$ cat config.mk
export PLATFORM = sky130hd
export DESIGN_NAME = mealy_10010_detector
export DESIGN_NICKNAME = d
export VERILOG_FILES = /design/src/rtl/mealy_10010_detector.sv
export SDC_FILE = /design/constraint.sdc
export NUM_CORES = 1
export LEC_CHECK = 0
export BUFFER_PORTS_ARGS = -buffer_cell sky130_fd_sc_hd__buf_2
export CAP_MARGIN = 20
export CORE_AREA = 4 4 41 43
export CTS_BUF_LIST = sky130_fd_sc_hd__clkbuf_16
export DETAILED_ROUTE_END_ITERATION = 12
export DIE_AREA = 0 0 45 47
export SLEW_MARGIN = 20
export SYNTH_ARGS = -nofsm -noshare
export SYNTH_HDL_FRONTEND = slang
export SYNTH_SLANG_ARGS = --single-unit
$ cat constraint.sdc
create_clock -name clk -period 2.2 [get_ports clk]
set_input_delay 0.11 -clock clk [delete_from_list [all_inputs] [get_ports clk]]
set_output_delay 0.11 -clock clk [all_outputs]
set_load 0.01 [all_outputs]
$ cat src/rtl/mealy_10010_detector.sv
// Overlapping serial detector for the bit pattern 1-0-0-1-0 on j.
// pre is the raw Mealy flag; post is the same flag registered one clock later.
module mealy_10010_detector (
   input  logic clk,
   input  logic rst,
   input  logic j,
   output logic pre,
   output logic post
);

   // Each state names the longest pattern prefix that is a suffix of the input so far.
   typedef enum logic [2:0] {
      S0 = 3'd0,
      S1 = 3'd1,
      S2 = 3'd2,
      S3 = 3'd3,
      S4 = 3'd4
   } state_t;

   state_t state_q, state_d;
   logic   post_q;

   always_ff @(posedge clk or negedge rst) begin
      if (!rst) begin
         state_q <= S0;
         post_q  <= 1'b0;
      end else begin
         state_q <= state_d;
         post_q  <= pre;
      end
   end

   always_comb begin
      state_d = state_q;
      pre     = 1'b0;
      unique case (state_q)
         S0: state_d = j ? S1 : S0;
         S1: state_d = j ? S1 : S2;
         S2: state_d = j ? S1 : S3;
         S3: state_d = j ? S4 : S0;
         S4: begin
            // Detect arc keeps the trailing "10" so overlapping matches are found.
            state_d = j ? S1 : S2;
            pre     = ~j;
         end
         default: state_d = S0;
      endcase
   end

   assign post = post_q;

endmodule

-- Word level (Yosys, flattened, before mapping)
Cells that the tools add are included.
- equality and inequality tests: 4
- muxes and demuxes: 6
- bitwise gates (word level): 1
- reduce and logical (&&, ||, !) cells: 2
- operator list (cell ; count):
    3-bit case mux with 4 select lines ; 1
    3-bit by 2-bit == test with 1-bit output (second input constant) ; 2
    2-bit 2-to-1 mux ; 2
    3-bit by 1-bit == test with 1-bit output (second input constant) ; 1
    3-bit == test (second input constant) ; 1
    3-bit zero test ; 1
    3-bit 2-to-1 mux ; 1
    1-bit 2-to-1 mux ; 2
    2-bit OR reduction ; 1
    1-bit inverter ; 1
- flip-flop bits (word level): 4
- input port bits: 3
- output and inout port bits: 2
- logic and storage cells: 15

-- Logic depth before layout (Yosys ltp)
Gate-level depths: netlist (run 1).
- depth after elaboration: 3
- gate-level depth with buffers: 2
- mapped depth without buffers: 2

-- Worst setup path after synthesis (run 1)
No wires, ideal clock.
- path kind: reg2reg
- from: register state_q[0]
- to: register post_q (netlist: post)
- library setup time: 0.181 ns
- arrival time: 0.957 ns
- data required time: 2.019 ns
- setup slack: 1.063 ns
- stages on the path, launching flop included: 2
- path buffers: 0
- clock period less this slack: 1.137 ns
- path through: dfrtp_1 nor4b_1
- word-level cells in the longest chain between the ends: 2
- ends and longest elaborated chain (element ; line ; RTL):
    from (decl) ; 20 ; state_t state_q, state_d;
    from (signal assigned) ; 28 ; state_q <= state_d;
    3-bit == test ; 36 ; unique case (state_q)
    1-bit 2-to-1 mux ; 36 ;
    named net pre ; 7 ; output logic pre,
    to (signal assigned) ; 29 ; post_q <= pre;
    to (decl) ; 21 ; logic post_q;
The timed path passes the listed nets, and every way through them passes these cells.

-- Worst setup path in the final report (run 1)
- from: register state_q[0]
- to: output port pre
- word-level cells in the longest chain between the ends: 2
- ends and longest elaborated chain (element ; line):
    3-bit == test ; 36
    1-bit 2-to-1 mux ; 36
    to (decl) ; 7
No other way between the ends.

==> metrics.yaml, run 1 <==
status: "complete, no violations"
grt_pass1_vias: 136
drive_above_1_share_pct: 43.5
yosys_warnings: 0
grt_overflow: 0
clk_pin_slew_ns: 0.03
tightest_slew_ns: 0.323
dominantRegCellSynth: "dfrtp_1"
yosysSeqAreaShare_pct: 58.0
period_share_pct: 59.6
ant_nets: 0
min_path_type: "in2reg"
cp-startpoint: "state_q[0]"
insertion_delay_ns: 0.22
hold_ws_ns: 0.128
start_util_pct: 13.3
cts_tree: "yes"
grt_max_degree: 6
report.final.slew_viol_count: 0
fillCellCount: 154
die-height_um: 47
routed_wl_um: 344
yosys.area.top_type: "dfrtp_1"
syn_area_per_cell_um2: 11.5
critical_path_class: "reg2out"
die_area_um2: 2120
vias_per_cell: 3.68
synth_common_cells: "dfrtp_1 (4), inv_1 (2), nand2_1 (2)"
drt_iter0_drc: 9
numCtsBuffers: 3
post_cts_resized: 0
hold_viol_final: 0
synth_top_area_share_pct: 58.0
io_pins: 5
area_delta_synth_final_pct: 71.7
firstDrtPassIters: 2
htreeDepth: 1
drv_cap: 0
track_usage_pct: 5.06
p_leak_uw: 0.000144
avgRoutedWirePerCell_um: 9.05
fin_crit_ns: 1.31
clock-sinks: 4
vias: 140
postLayoutCellArea_um2: 297
synth.area.top_cells: "dfrtp_1 (58%), nor3b_2 (7.2%), a22o_2 (5.8%), a31o_2 (5.1%), nor4b_1 (5.1%)"
critical_path_required_ns: 2.09
end_kind: "output port"
min_from: "j"
irDropWorstVdd_uv: 360
place_worst_setup_slack_ns: 1.11
power.density_nw_per_um2: 1540
post_cts_buffers: 0
finalSetupTns_ns: 0
path_max_fanout: 5
dieWidth_um: 45
syn_nets: 18
dpl.hpwl_um: 247
r2r_start: "state_q[1]"
place_congestion: 0.637
start_kind: "register"
nets: 28
worst_slack_ns: 0.890
clock_path_buffers: 2
synth_cells: 15
async_reset_ff_share_pct: 100
max_slew_margin_pct: 78.1
rsz0062_at_grt: "false"
dpl_cell_area_um2: 211
max_freq_mhz: 763
fp.coreArea_um2: 1300
portBuffers: 4
synth_most_common_cell: "dfrtp_1"
yosysUniqueCellTypes: 10
worst-endpoint-arrival_ns: 1.20
place_inst: 34
grt_antenna_before_repair: 0
finalNonFillerCells: 38
cts_root_buf: "clkbuf_16"
num_antenna_cells: 0
setup_violations: 0
rows: 13
yosys_register_bits: 4
drc: 0
grt_pass1_wl_um: 607
syn-cell-area_um2: 173
synth_edf_count: 0
skew_ns: 0.00124
[cell families after synthesis]
family	synth area share (%)
XOR/XNOR	5.07
flip-flops	58.0
AO/OA/AOI/OAI	10.9
buffers and inverters	4.35
AND/OR/NAND/NOR	21.7
[repair_timing]
action / in CTS / in global routing
hold buffers: 1 / 0
endpoints found under the hold margin: 4 / 0
endpoints found under the setup margin: 0 / 0
[critical path: stages, from the launching register on]
cell	delay (ns)
dfrtp_1	0.42
nor4b_1	0.36
buf_2	0.20
[area by class of cell]
type	instances	area [um^2]	area share, %
well taps	15	18.8	6.33
inverters	2	7.51	2.53
clock buffers	3	75.1	25.3
multi-input cells	9	65.1	21.9
flip-flops and latches	4	100	33.8
repair buffers	5	30.0	10.1
[cells in the final DEF, fill, tap and decap left out]
master,count
nor4b_1,1
nand2_1,2
buf_2,4
dlygate4sd3_1,1
a31o_2,1
nor3_1,1
nor2_1,1
nor3b_2,1
dfrtp_1,4
clkbuf_16,3
a22o_2,1
xor2_1,1
inv_1,2
[final timing paths]
kind | endpoint | slack [ns] | depth (start not counted)
setup / recovery | pre | 0.89 | 2
hold / removal | post | 0.13 | 2
setup reg to reg | state_q[1] | 1.27 | 2
hold reg to reg | post | 0.50 | 1
max in group asynchronous | post | 1.86 | 2
min in group asynchronous | state_q[0] | 0.22 | 2
[routing by layer]
metal	share of wire (%)	track usage, %
met1	42	4.79
met2	40	5.37
met3	11	4.60
met4	6.1	7.02
met5	0	0
[flip-flops by register name (all words and copies together), names as in the netlist]
signal   count
state_q      3
post         1
[report_power, final]
group,leakage (uW),switching (uW),internal (uW)
logic,0.0000546,22.5,35.3
registers,0.0000526,24.3,94.3
clock network,0.0000370,48.9,232
total,0.000144,95.7,362
[through the flow]
| stage | util, % | power (uW) |
|---|---|---|
| after detailed placement | 16.3 | 177 |
| after CTS | 22.8 | 466 |
| final | 22.8 | 457 |
| after global routing | 22.8 | 487 |
| after global placement | 16.3 | 175 |
| after floorplan | - | 161 |
Power figures use the tool's default switching activity.
==> run 2: changes to the inputs <==
Clock period 2.2 ns to 1.2 ns, I/O delays scaled along.
==> metrics.yaml, run 2 (same netlist as run 1, synthesis figures left out) <==
status: "complete, no violations"  # unchanged
die-height_um: 47  # unchanged
path_cells: "nor4b_4 > buf_2"  # was nor4b_1 > buf_2
largest_register_ff_count: 3  # unchanged
routed_wl_um: 417  # was 344 um
cp_slowest_cell: "dfrtp_2"  # was dfrtp_1
path_max_fanout: 2  # was 5
ant_nets: 0  # unchanged
report.final.slew_viol_count: 0  # unchanged
cts_root_buf: "clkbuf_16"  # unchanged
critPathTopFamily: "flip-flops"  # unchanged
die_area_um2: 2120  # unchanged
area_delta_synth_final_pct: 86.2  # was 71.7%
clk_pin_slew_ns: 0.03  # about the same
min_path_type: "in2reg"  # unchanged
drt_iter0_drc: 5  # was 9
postLayoutCellArea_um2: 322  # was 297 um^2
rows: 13  # unchanged
crit_buf_inv: 1  # unchanged
io_pins: 5  # unchanged
insertion_delay_ns: 0.22  # about the same
rsz0062_at_grt: "false"  # unchanged
grt_pass1_vias: 150  # was 136
final_common_cell: "buf_2"
firstDrtPassIters: 4  # was 2
max_freq_mhz: 869
start_kind: "register"  # unchanged
rrSetupSlack_ns: 0.16  # was 1.27 ns
worst-endpoint-arrival_ns: 1.09  # was 1.20 ns
numCtsBuffers: 3  # unchanged
hold_ws_ns: 0.0966  # was 0.128 ns
htreeDepth: 1  # unchanged
critical_path_class: "reg2out"  # unchanged
r2r_end: "state_q[1]"  # unchanged
start_util_pct: 13.3  # unchanged
place_congestion: 0.623  # was 0.637
clock-sinks: 4  # unchanged
final-seq-area_um2: 103  # was 100 um^2
end_kind: "output port"  # unchanged
avgRoutedWirePerCell_um: 10.7  # was 9.05 um
tightest_slew_ns: 0.228  # was 0.323 ns
drc: 0  # unchanged
cts_tree: "yes"  # unchanged
grt_antenna_before_repair: 0  # unchanged
max_slew_margin_pct: 84.8  # was 78.1%
vias_per_cell: 3.77  # was 3.68
dieWidth_um: 45  # unchanged
irDropWorstVdd_uv: 479  # was 360 uV
fillCellCount: 152  # was 154
drive_above_1_share_pct: 58.3  # was 43.5%
critical_path_depth: 2  # unchanged
final_util_pct: 24.7  # was 22.8%
setup_violations: 0  # unchanged
fp.coreArea_um2: 1300  # unchanged
min_to: "post"  # unchanged
p_leak_uw: 0.000149  # was 0.000144 uW
finalSetupTns_ns: 0  # unchanged
critical_path_required_ns: 1.14  # was 2.09 ns
hold-path-cell-count: 2  # unchanged
skew_ns: 0.00269  # was 0.00124 ns
r2r_cells: 3  # was 2
nets: 29  # was 28
fin_crit_ns: 1.15
grt_pass1_wl_um: 669  # was 607 um
max_stage_delay_ns: 0.41  # was 0.42 ns
grt_overflow: 0  # unchanged
multi_input_area_um2: 80.1  # was 65.1 um^2
clock_path_buffers: 2  # unchanged
top_register: "state_q"  # unchanged
min_from: "j"  # unchanged
p_total_uw: 891  # was 457 uW
portBuffers: 4  # unchanged
num_antenna_cells: 0  # unchanged
drv_cap: 0  # unchanged
vias: 147  # was 140
period_share_pct: 95.9
track_usage_pct: 5.15  # was 5.06%
power.density_nw_per_um2: 2770  # was 1540 nW/um^2
dpl_cell_area_um2: 211  # unchanged
r2r_start: "state_q[0]"  # was state_q[1]
hold_viol_final: 0  # unchanged
grt_max_degree: 6  # unchanged
final_cell_mix: "buf_2 (4), clkbuf_16 (3)"  # was buf_2 (4), dfrtp_1 (4), clkbuf_16 (3)
## run 2: per-stage QoR
| step | cells | setup WS [ns] |
|---|---|---|
| 2_1_floorplan | 15 | 0.0627 |
| 3_3_place_gp | 34 | 0.167 |
| 3_5_place_dp | 34 | 0.166 |
| 4_1_cts | 38 | 0.0171 |
| 5_1_grt | 39 | 0.0208 |
| 6_report | 39 | 0.0498 |
## run 2: final cells by class
cell class | instances | share of cell area, %
tap | 15 | 5.84
inverter | 2 | 2.33
timing repair buffer | 6 | 11.7
multi-input combinational | 9 | 24.9
clock buffer | 3 | 23.3
sequential | 4 | 31.9
## run 2: per-layer routing
metal | global-route usage (%) | wire, um | vias up
li1 | - | - | 69
met1 | 3.89 | 144 | 71
met2 | 8.47 | 231 | 5
met3 | 2.30 | 20 | 2
met4 | 7.02 | 20 | 0
met5 | 0 | 0 | -
## run 2: report_power, final
| group | internal [uW] | switching [uW] | total (uW) |
|---|---|---|---|
| Clock | 425 | 89.6 | 515 |
| Sequential | 177 | 50.8 | 227 |
| Combinational | 87.9 | 60.1 | 148 |
## run 2: worst max-delay path by stage
stage | start | end | slack, ns
6_report | state_q[0] | pre | 0.05
5_1_grt | state_q[0] | pre | 0.02
4_1_cts | state_q[0] | pre | 0.02
3_5_place_dp | state_q[0] | pre | 0.17
3_3_place_gp | state_q[0] | pre | 0.17
2_1_floorplan | state_q[0] | post | 0.06
## run 2: what timing repair did
item / CTS / global route
endpoints found under the hold margin: 4 / 0
setup buffers: 0 / 1
gates resized for setup: 1 / 3
setup endpoints to repair: 1 / 1
cloned: 0 / 0
hold buffers: 1 / 0
pin swaps: 0 / 1
